[config.mk]
export PLATFORM = sky130hd
export DESIGN_NAME = data_mover_sched
export DESIGN_NICKNAME = d
export VERILOG_FILES = /design/src/rtl/data_mover_sched.sv
export SDC_FILE = /design/constraint.sdc
export NUM_CORES = 2
export LEC_CHECK = 0
export ABC_AREA = 1
export CAP_MARGIN = 20
export CORE_MARGIN = 10
export CORE_UTILIZATION = 39
export DETAILED_ROUTE_END_ITERATION = 16
export HOLD_SLACK_MARGIN = 0.1
export PLACE_DENSITY = 0.53
export SLEW_MARGIN = 15
export SYNTH_ARGS = -nofsm -noshare
export SYNTH_HDL_FRONTEND = slang
export SYNTH_SLANG_ARGS = --single-unit
export TNS_END_PERCENT = 1
[constraint.sdc]
create_clock -name aclk -period 14 [get_ports aclk]
set_input_delay 1.4 -clock aclk [delete_from_list [all_inputs] [get_ports aclk]]
set_output_delay 1.4 -clock aclk [all_outputs]
set_load 0.005 [all_outputs]
[src/rtl/data_mover_sched.sv]
// Round-robin descriptor scheduler: per-channel FIFOs feeding one data mover transfer at a time.
// Optional sticky completion interrupt when DM_SCHED_IRQ_EN is defined.
module data_mover_sched #(
  parameter int unsigned ADDR_WIDTH = 64,
  parameter int unsigned NUM_CH     = 4,
  parameter int unsigned QDEPTH     = 4,
  localparam int unsigned CH_W      = $clog2(NUM_CH),
  localparam int unsigned CNT_W     = $clog2(QDEPTH) + 1
) (
  input  logic                  aclk,
  input  logic                  aresetn,
  input  logic [CH_W-1:0]       cpu_ch,
  input  logic [ADDR_WIDTH-1:0] cpu_ddr_addr,
  input  logic [ADDR_WIDTH-1:0] cpu_bram_addr,
  input  logic [ADDR_WIDTH-1:0] cpu_length,
  input  logic                  cpu_valid,
  output logic                  cpu_ready,
  output logic [NUM_CH-1:0]     ch_busy,
  output logic                  busy,
  output logic [ADDR_WIDTH-1:0] dm_ddr_addr,
  output logic [ADDR_WIDTH-1:0] dm_bram_addr,
  output logic [ADDR_WIDTH-1:0] dm_length,
  output logic [CH_W-1:0]       dm_ch,
  output logic                  dm_valid,
  input  logic                  dm_ready,
  input  logic                  dm_done,
  output logic                  done_valid,
  output logic [CH_W-1:0]       done_ch,
  input  logic [NUM_CH-1:0]     irq_clear,
  output logic [NUM_CH-1:0]     irq_status,
  output logic                  irq
);

  localparam int unsigned PTR_W = $clog2(QDEPTH);

  typedef enum logic [1:0] {S_IDLE, S_ISSUE, S_AWAIT} state_t;

  state_t                r_state;
  logic [CH_W-1:0]       r_rr_last;
  logic [ADDR_WIDTH-1:0] r_dm_ddr, r_dm_bram, r_dm_len;
  logic [CH_W-1:0]       r_dm_ch;
  logic                  r_dm_valid;
  logic                  r_done_valid;
  logic [CH_W-1:0]       r_done_ch;

  logic                  w_push, w_pop, w_any;
  logic [CH_W-1:0]       w_grant;
  logic [NUM_CH-1:0]     w_push_oh, w_pop_oh, w_nonempty, w_full, w_ch_busy;
  logic [ADDR_WIDTH-1:0] w_head_ddr  [NUM_CH];
  logic [ADDR_WIDTH-1:0] w_head_bram [NUM_CH];
  logic [ADDR_WIDTH-1:0] w_head_len  [NUM_CH];

  // Zero-length descriptors complete the handshake but never enter a FIFO.
  assign cpu_ready = !w_full[cpu_ch];
  assign w_push    = cpu_valid && cpu_ready && (cpu_length != '0);
  assign w_pop     = (r_state == S_IDLE) && w_any;

  for (genvar g = 0; g < NUM_CH; g++) begin : g_ch
    logic [ADDR_WIDTH-1:0] r_ddr  [QDEPTH];
    logic [ADDR_WIDTH-1:0] r_bram [QDEPTH];
    logic [ADDR_WIDTH-1:0] r_len  [QDEPTH];
    logic [PTR_W-1:0]      r_wptr, r_rptr;
    logic [CNT_W-1:0]      r_cnt;

    assign w_push_oh[g]   = w_push && (cpu_ch == CH_W'(g));
    assign w_pop_oh[g]    = w_pop && (w_grant == CH_W'(g));
    assign w_nonempty[g]  = (r_cnt != '0);
    assign w_full[g]      = (r_cnt >= CNT_W'(QDEPTH));
    assign w_head_ddr[g]  = r_ddr[r_rptr];
    assign w_head_bram[g] = r_bram[r_rptr];
    assign w_head_len[g]  = r_len[r_rptr];
    assign w_ch_busy[g]   = w_nonempty[g] || ((r_state != S_IDLE) && (r_dm_ch == CH_W'(g)));

    always_ff @(posedge aclk) begin
      if (w_push_oh[g]) begin
        r_ddr[r_wptr]  <= cpu_ddr_addr;
        r_bram[r_wptr] <= cpu_bram_addr;
        r_len[r_wptr]  <= cpu_length;
      end
    end

    always_ff @(posedge aclk or negedge aresetn) begin
      if (!aresetn) begin
        r_wptr <= '0;
        r_rptr <= '0;
        r_cnt  <= '0;
      end else begin
        if (w_push_oh[g]) r_wptr <= r_wptr + PTR_W'(1);
        if (w_pop_oh[g])  r_rptr <= r_rptr + PTR_W'(1);
        case ({w_push_oh[g], w_pop_oh[g]})
          2'b10:   r_cnt <= r_cnt + CNT_W'(1);
          2'b01:   r_cnt <= r_cnt - CNT_W'(1);
          default: r_cnt <= r_cnt;
        endcase
      end
    end
  end

  // Search starts one past the last grant so every channel gets a turn.
  always_comb begin
    logic [CH_W-1:0] cand;
    w_any   = 1'b0;
    w_grant = '0;
    cand    = '0;
    for (int unsigned k = 1; k <= NUM_CH; k++) begin
      cand = CH_W'((32'(r_rr_last) + k) % NUM_CH);
      if (!w_any && w_nonempty[cand]) begin
        w_any   = 1'b1;
        w_grant = cand;
      end
    end
  end

  always_ff @(posedge aclk or negedge aresetn) begin
    if (!aresetn) begin
      r_state      <= S_IDLE;
      r_rr_last    <= CH_W'(NUM_CH - 1);
      r_dm_ddr     <= '0;
      r_dm_bram    <= '0;
      r_dm_len     <= '0;
      r_dm_ch      <= '0;
      r_dm_valid   <= 1'b0;
      r_done_valid <= 1'b0;
      r_done_ch    <= '0;
    end else begin
      r_done_valid <= 1'b0;
      case (r_state)
        S_IDLE: if (w_any) begin
          r_dm_ddr   <= w_head_ddr[w_grant];
          r_dm_bram  <= w_head_bram[w_grant];
          r_dm_len   <= w_head_len[w_grant];
          r_dm_ch    <= w_grant;
          r_rr_last  <= w_grant;
          r_dm_valid <= 1'b1;
          r_state    <= S_ISSUE;
        end
        S_ISSUE: if (dm_ready) begin
          r_dm_valid <= 1'b0;
          r_state    <= S_AWAIT;
        end
        S_AWAIT: if (dm_done) begin
          r_done_valid <= 1'b1;
          r_done_ch    <= r_dm_ch;
          r_state      <= S_IDLE;
        end
        default: r_state <= S_IDLE;
      endcase
    end
  end

  assign dm_ddr_addr  = r_dm_ddr;
  assign dm_bram_addr = r_dm_bram;
  assign dm_length    = r_dm_len;
  assign dm_ch        = r_dm_ch;
  assign dm_valid     = r_dm_valid;
  assign done_valid   = r_done_valid;
  assign done_ch      = r_done_ch;
  assign ch_busy      = w_ch_busy;
  assign busy         = |w_ch_busy;

`ifdef DM_SCHED_IRQ_EN
  logic [NUM_CH-1:0] r_irq_status;
  logic              r_irq;

  // A new completion outranks a clear of the same bit in the same cycle.
  always_ff @(posedge aclk or negedge aresetn) begin
    if (!aresetn) begin
      r_irq_status <= '0;
      r_irq        <= 1'b0;
    end else begin
      r_irq_status <= (r_irq_status & ~irq_clear) |
                      (r_done_valid ? (NUM_CH'(1) << r_done_ch) : '0);
      r_irq        <= |r_irq_status;
    end
  end

  assign irq_status = r_irq_status;
  assign irq        = r_irq;
`else
  logic w_unused_irq_clear;
  assign w_unused_irq_clear = ^irq_clear;
  assign irq_status = '0;
  assign irq        = 1'b0;
`endif

endmodule
Word level (Yosys, flattened, before mapping)

Memory sizes are Yosys's and may differ from the RTL's.
Cells that the tools add are included.

Reductions and logical operators: 46
Order comparisons: 10
Add/subtract/negate cells: 20
Equality and inequality tests: 22
Muxes and demuxes: 48
Bitwise operators: 1

Operators with widths:

| kind                                                                   | count |
|---|---|
| 64-bit binary-select mux with 2-bit select                             | 3 |
| 64-bit two-way mux                                                     | 6 |
| 64-bit nonzero test                                                    | 1 |
| 3-bit case mux with 2 select lines                                     | 4 |
| 2-bit equality test (second input constant)                            | 11 |
| 1-bit two-way mux                                                      | 21 |
| 2-bit by 1-bit adder with 2-bit output (second input constant)         | 10 |
| 1-bit logical AND                                                      | 18 |
| 2-bit by 1-bit equality test with 1-bit output (second input constant) | 8 |
| 3-bit >= comparator (second input constant)                            | 5 |
| 2-bit by 3-bit < comparator with 1-bit output (second input constant)  | 5 |
| 2-bit two-way mux                                                      | 7 |
| 3-bit by 1-bit adder with 3-bit output (second input constant)         | 4 |
| 2-bit nonzero test                                                     | 6 |
| 3-bit nonzero test                                                     | 4 |
| 3-bit by 1-bit subtractor with 3-bit output (second input constant)    | 4 |
| 1-bit binary-select mux with 2-bit select                              | 5 |
| 2-bit zero test                                                        | 4 |
| 2-bit inequality test (second input constant)                          | 3 |
| 2-bit case mux with 3 select lines                                     | 1 |
| 3-bit AND reduction                                                    | 2 |
| 2-bit adder (second input constant)                                    | 2 |
| 1-bit zero test                                                        | 4 |
| 1-bit logical OR                                                       | 4 |
| 4 further kinds                                                        | 5 |

Register bits: 230
Memories kept: 12
RAM bits: 3072
Input port bits: 203

Memories:

| name            | words | width | rd ports | clocked after memory_dff | write ports | line | RTL |
|---|---|---|---|---|---|---|---|
| g_ch[0].r_bram  | 4     | 64    | 1        | 0                        | 1           | 60   | `logic [ADDR_WIDTH-1:0] r_bram [QDEPTH];` |
| g_ch[0].r_ddr   | 4     | 64    | 1        | 0                        | 1           | 59   | `logic [ADDR_WIDTH-1:0] r_ddr [QDEPTH];` |
| g_ch[0].r_len   | 4     | 64    | 1        | 0                        | 1           | 61   | `logic [ADDR_WIDTH-1:0] r_len [QDEPTH];` |
| g_ch[1].r_bram  | 4     | 64    | 1        | 0                        | 1           | 60   |  |
| g_ch[1].r_ddr   | 4     | 64    | 1        | 0                        | 1           | 59   |  |
| g_ch[1].r_len   | 4     | 64    | 1        | 0                        | 1           | 61   |  |
| 6 more memories | -     | -     | -        | -                        | -           | -    |  |

Longest topological paths before layout

Depth in word-level cells: 17
Gate-level depth with buffers: 19
Gate-level depth less buffers: 18

Worst setup path after synthesis

Ideal clock, no wire load.

Path type: input to register
Start: input cpu_ch[0]
End: memory g_ch[0].r_bram[0][0], enable pin
Arrival: 10437 ps
Stages on the path: 8
Path slack: 2814 ps
Data required time: 13252 ps
Setup time: 748 ps
Path through: inv_1 -> nor2_1 -> a221oi_1 -> nand2_1 -> nor2_1 -> clkbuf_1 -> nand2_1 -> nor2_1

Cells in the longest elaborated chain, start to end: 8
Elaborated cells on any way between the ends: 9
Classes of those cells: mux (4); reduce/logical (5)

Ends and longest elaborated chain:

| what                                        | line | RTL |
|---|---|---|
| start: declaration                          | 12   | `input logic [CH_W-1:0] cpu_ch,` |
| 1-bit binary-select mux with 2-bit select   | 54   | `assign cpu_ready = !w_full[cpu_ch];` |
| 1-bit two-way mux (implied by the code)     | 54   |  |
| 1-bit zero test                             | 54   |  |
| 1-bit logical AND (2 in a row)              | 55   | `assign w_push = cpu_valid && cpu_ready && (cpu_length != '0);` |
| 1-bit logical AND (*)                       | 65   | `assign w_push_oh[g] = w_push && (cpu_ch == CH_W'(g));` |
| 1-bit two-way mux (*)                       | 75   | `if (w_push_oh[g]) begin` |
| 1-bit two-way mux (implied by the code) (*) | 77   | `r_bram[r_wptr] <= cpu_bram_addr;` |
| end: declaration                            | 60   |  |

Every way passes the cells marked *; elsewhere a longest branch is shown, timed or not. The select of a mux whose other input is x is not followed.

Worst setup path in the final report

Start: input cpu_length[29]
End: memory g_ch[3].r_bram[0][13], enable pin

Cells in the longest elaborated chain, start to end: 5

Ends and longest elaborated chain:

| what                                    | line | RTL |
|---|---|---|
| start: declaration                      | 15   | `input logic [ADDR_WIDTH-1:0] cpu_length,` |
| 64-bit nonzero test                     | 55   |  |
| 1-bit logical AND                       | 55   |  |
| 1-bit logical AND                       | 65   |  |
| 1-bit two-way mux                       | 75   |  |
| 1-bit two-way mux (implied by the code) | 77   |  |
| end: declaration                        | 60   |  |

No other way between the ends.

==> flow_summary.toml <==
[finish]
drive_gt1_share_pct = 6.18
fillers = 29662
area_growth_syn_to_layout_pct = 14.9
layout.nets = 10490
final_core_utilization_pct = 45.0

[timing]
holdWs_ns = 0.363
post-route-min-period_ns = 6.73
hold_violations = 0
final_min_period_over_clock_period_pct = 48.0
skew_ns = 0.0424
setup_viol = 0
max_clock_freq_mhz = 149
timing.slew.headroom_pct = 12.0
timing_worst_slew_pin_value_ns = 1.32
rsz_0062_raised_after_global_routing = "false"
slew_violations = 0
final.setup.tns_ns = 0

[global_routing]
initial_antenna_violation_count = 80
all_layer_global_routing_usage_pct = 21.4
grt_max_degree = 190
via_count_of_the_first_global_routing_pass = 85209
grt_first_pass_wirelength_mm = 576
globalRouteOverflowTotal = 0

[synth]
main_synth_ff_type = "edfxtp_1"
netlist_area_um2 = 131000
synthDominantCellAreaShare_pct = 70.5
synth-seq-cells = 3302
yosysWarnings = 0
netlist-cell-type-count = 34
synth-edff-count = 3072
synthesis.area_per_instance_um2 = 13.0
asyncSetResetFlopFracSynth_pct = 6.97
synthCells = 10091
synthDominantAreaCellType = "edfxtp_1"
synth.most_common_cell = "nand2_1"
netlist_top_cells_count = "3524 x nand2_1, 3072 x edfxtp_1, 798 x nand3_1, 773 x a21oi_1, 768 x a32o_1"
ys_top_cells_by_area = "edfxtp_1 70%, nand2_1 10%, a32o_1 5.9%"
synth.yosys.seq_area_share_pct = 74.9

[clock_tree]
cts.hold.buffers_added = 0
clock_tree.buffer_depth = 4
cts_tree = "built"
htreeDepth = 5
cts.sink_count = 3302
cts_post_setup_buffers_inserted = 0
worst_skew_pair.late_latency_ns = 0.93
worst_setup_hold_path_clk_slew_ns = 0.06
root_buffer = "clkbuf_16"
cts_repair_resize_count = 0
cts_buffers = 357

[hold_path]
min-delay-path-class = "input pin to asynchronous set/reset pin"

[drt]
drt_antenna_net_count = 0
wirelength_mm = 397
remaining_drc_errors = 0
total_iterations_of_the_first_detailed_routing_run = 5
routed_via_density = 5.68
detail_route.wl_per_cell_um = 26.6
route.vias.total = 84965
initialDrtViolationCount = 8247

[die]
die_height_um = 599
core.rowCount = 212
core_region_area_um2 = 334000
initial_utilization_pct = 39.2
io_pins = 412
fp.dieW_um = 599
area_of_the_die_um2 = 359000

[run]
maxCapViolations = 0

[pwr]
p_leak_uw = 0.0521
design_power_total_uw = 35800
vdd_ir_drop_max_mv = 0.410
power-per-cell-area_nw_per_um2 = 238

[setup_path]
crit_path_end_kind = "flip-flop"
classification_of_the_worst_setup_path = "input pin to flip-flop"
cp.required_ns = 14.54
critPathArrivalTime_ns = 7.26
crit_fanout = 94
type_of_element_launching_the_critical_path = "input pin"

[placement]
dp_hpwl_mm = 201
buffer_ports.inserted = 402
placer_congestion = 0.748

[outcome]
outcome = "finished, final reports clean"
-- kinds of logic (layout without fill, tap and decap cells) --
kind of cell    Yosys count  after routing  share of synthesized area, %
other cells               1             26                       0.00287
compound gates         1566           1566                          8.93
simple gates           4388           4388                          13.4
buf+inv                 797           1248                          2.43
flops                  3302           3302                          74.9
xor+xnor                 13             13                        0.0870
fa+ha+maj                24             24                         0.252
-- per-stage QoR --
stage | area [µm²] | setup WS [ns] | instances
3_3_place_gp | 139000 | 6.35 | 14289
6_report | 150000 | 7.27 | 14954
3_5_place_dp | 139000 | 6.29 | 14289
2_1_floorplan | 131000 | 2.81 | 10095
5_1_grt | 150000 | 6.94 | 14945
4_1_cts | 150000 | 7.29 | 14931
-- placed cells by master, fill, tap and decap left out, types with 18 or more instances in the layout --
cell type	synthesis	routed
nand2_1	3524	3524
edfxtp_1	3072	3072
nand3_1	798	798
a21oi_1	773	773
a32o_1	768	768
clkdlybuf4s50_1	0	401
clkbuf_16	0	365
dfrtp_1	228	223
buf_4	10	106
clkbuf_1	573	96
clkinv_1	3	69
inv_1	62	62
clkinv_2	0	48
buf_12	0	25
clkbuf_8	0	23
diode_2	0	21
ha_1	20	20
bufinv_16	0	19
nor2_4	0	18
-- registers in the layout (all words and copies together), names as in the netlist, 12 cells and up --
register,cells
g_ch.r_bram,1024
g_ch.r_cnt,12
dm_bram_addr,64
dm_length,64
dm_ddr_addr,64
g_ch.r_ddr,1024
g_ch.r_len,1024
-- report_power, final --
| part | total [µW] | internal [µW] | switching, µW |
|---|---|---|---|
| clock network | 9090 | 5250 | 3830 |
| registers | 11900 | 11500 | 349 |
| logic | 14900 | 4290 | 10600 |
-- layout make-up --
type / count / area (µm²) / share of cell area (%)
Tap cell: 4387 / 5490 / 3.65
Multi-Input combinational cell: 5996 / 29900 / 19.9
Antenna cell: 21 / 52.6 / 0.0349
Sequential cell: 3302 / 98000 / 65.2
Inverter: 71 / 327 / 0.217
Timing Repair Buffer: 535 / 5380 / 3.58
Clock buffer: 484 / 9810 / 6.52
Clock inverter: 158 / 1400 / 0.928
-- critical path, stage by stage --
cell	delay, ns
clkdlybuf4s50_1	0.92
nor4_1	0.28
nand4_1	0.46
nor2_1	0.11
nand2_1	0.17
nand2_1	0.07
nor2_1	0.56
nand2_1	0.50
nor2_4	0.82
buf_12	0.69
buf_4	0.99
-- final timing paths --
check | startpoint | to | slack [ns] | cells after the start
setup / recovery | cpu_length[29] | g_ch[3].r_bram[0][13] | 7.27 | 11
hold / removal | aresetn | dm_bram_addr[51] | 0.36 | 1
setup reg to reg | r_rr_last[0] | dm_ddr_addr[29] | 8.39 | 16
hold reg to reg | dm_bram_addr[16] | dm_bram_addr[16] | 0.47 | 2
max in group asynchronous | aresetn | g_ch[0].r_rptr[1] | 11.56 | 3
min in group aclk | dm_bram_addr[16] | dm_bram_addr[16] | 0.47 | 2
-- routing by layer --
metal	vias to the layer above	track usage, %	routed length [µm]
met5	-	0	266
met4	38	6.47	11700
met3	675	3.26	28300
met2	3207	35.1	187000
met1	43614	29.5	170000
li1	37431	-	-
Power figures use the tool's default switching activity.
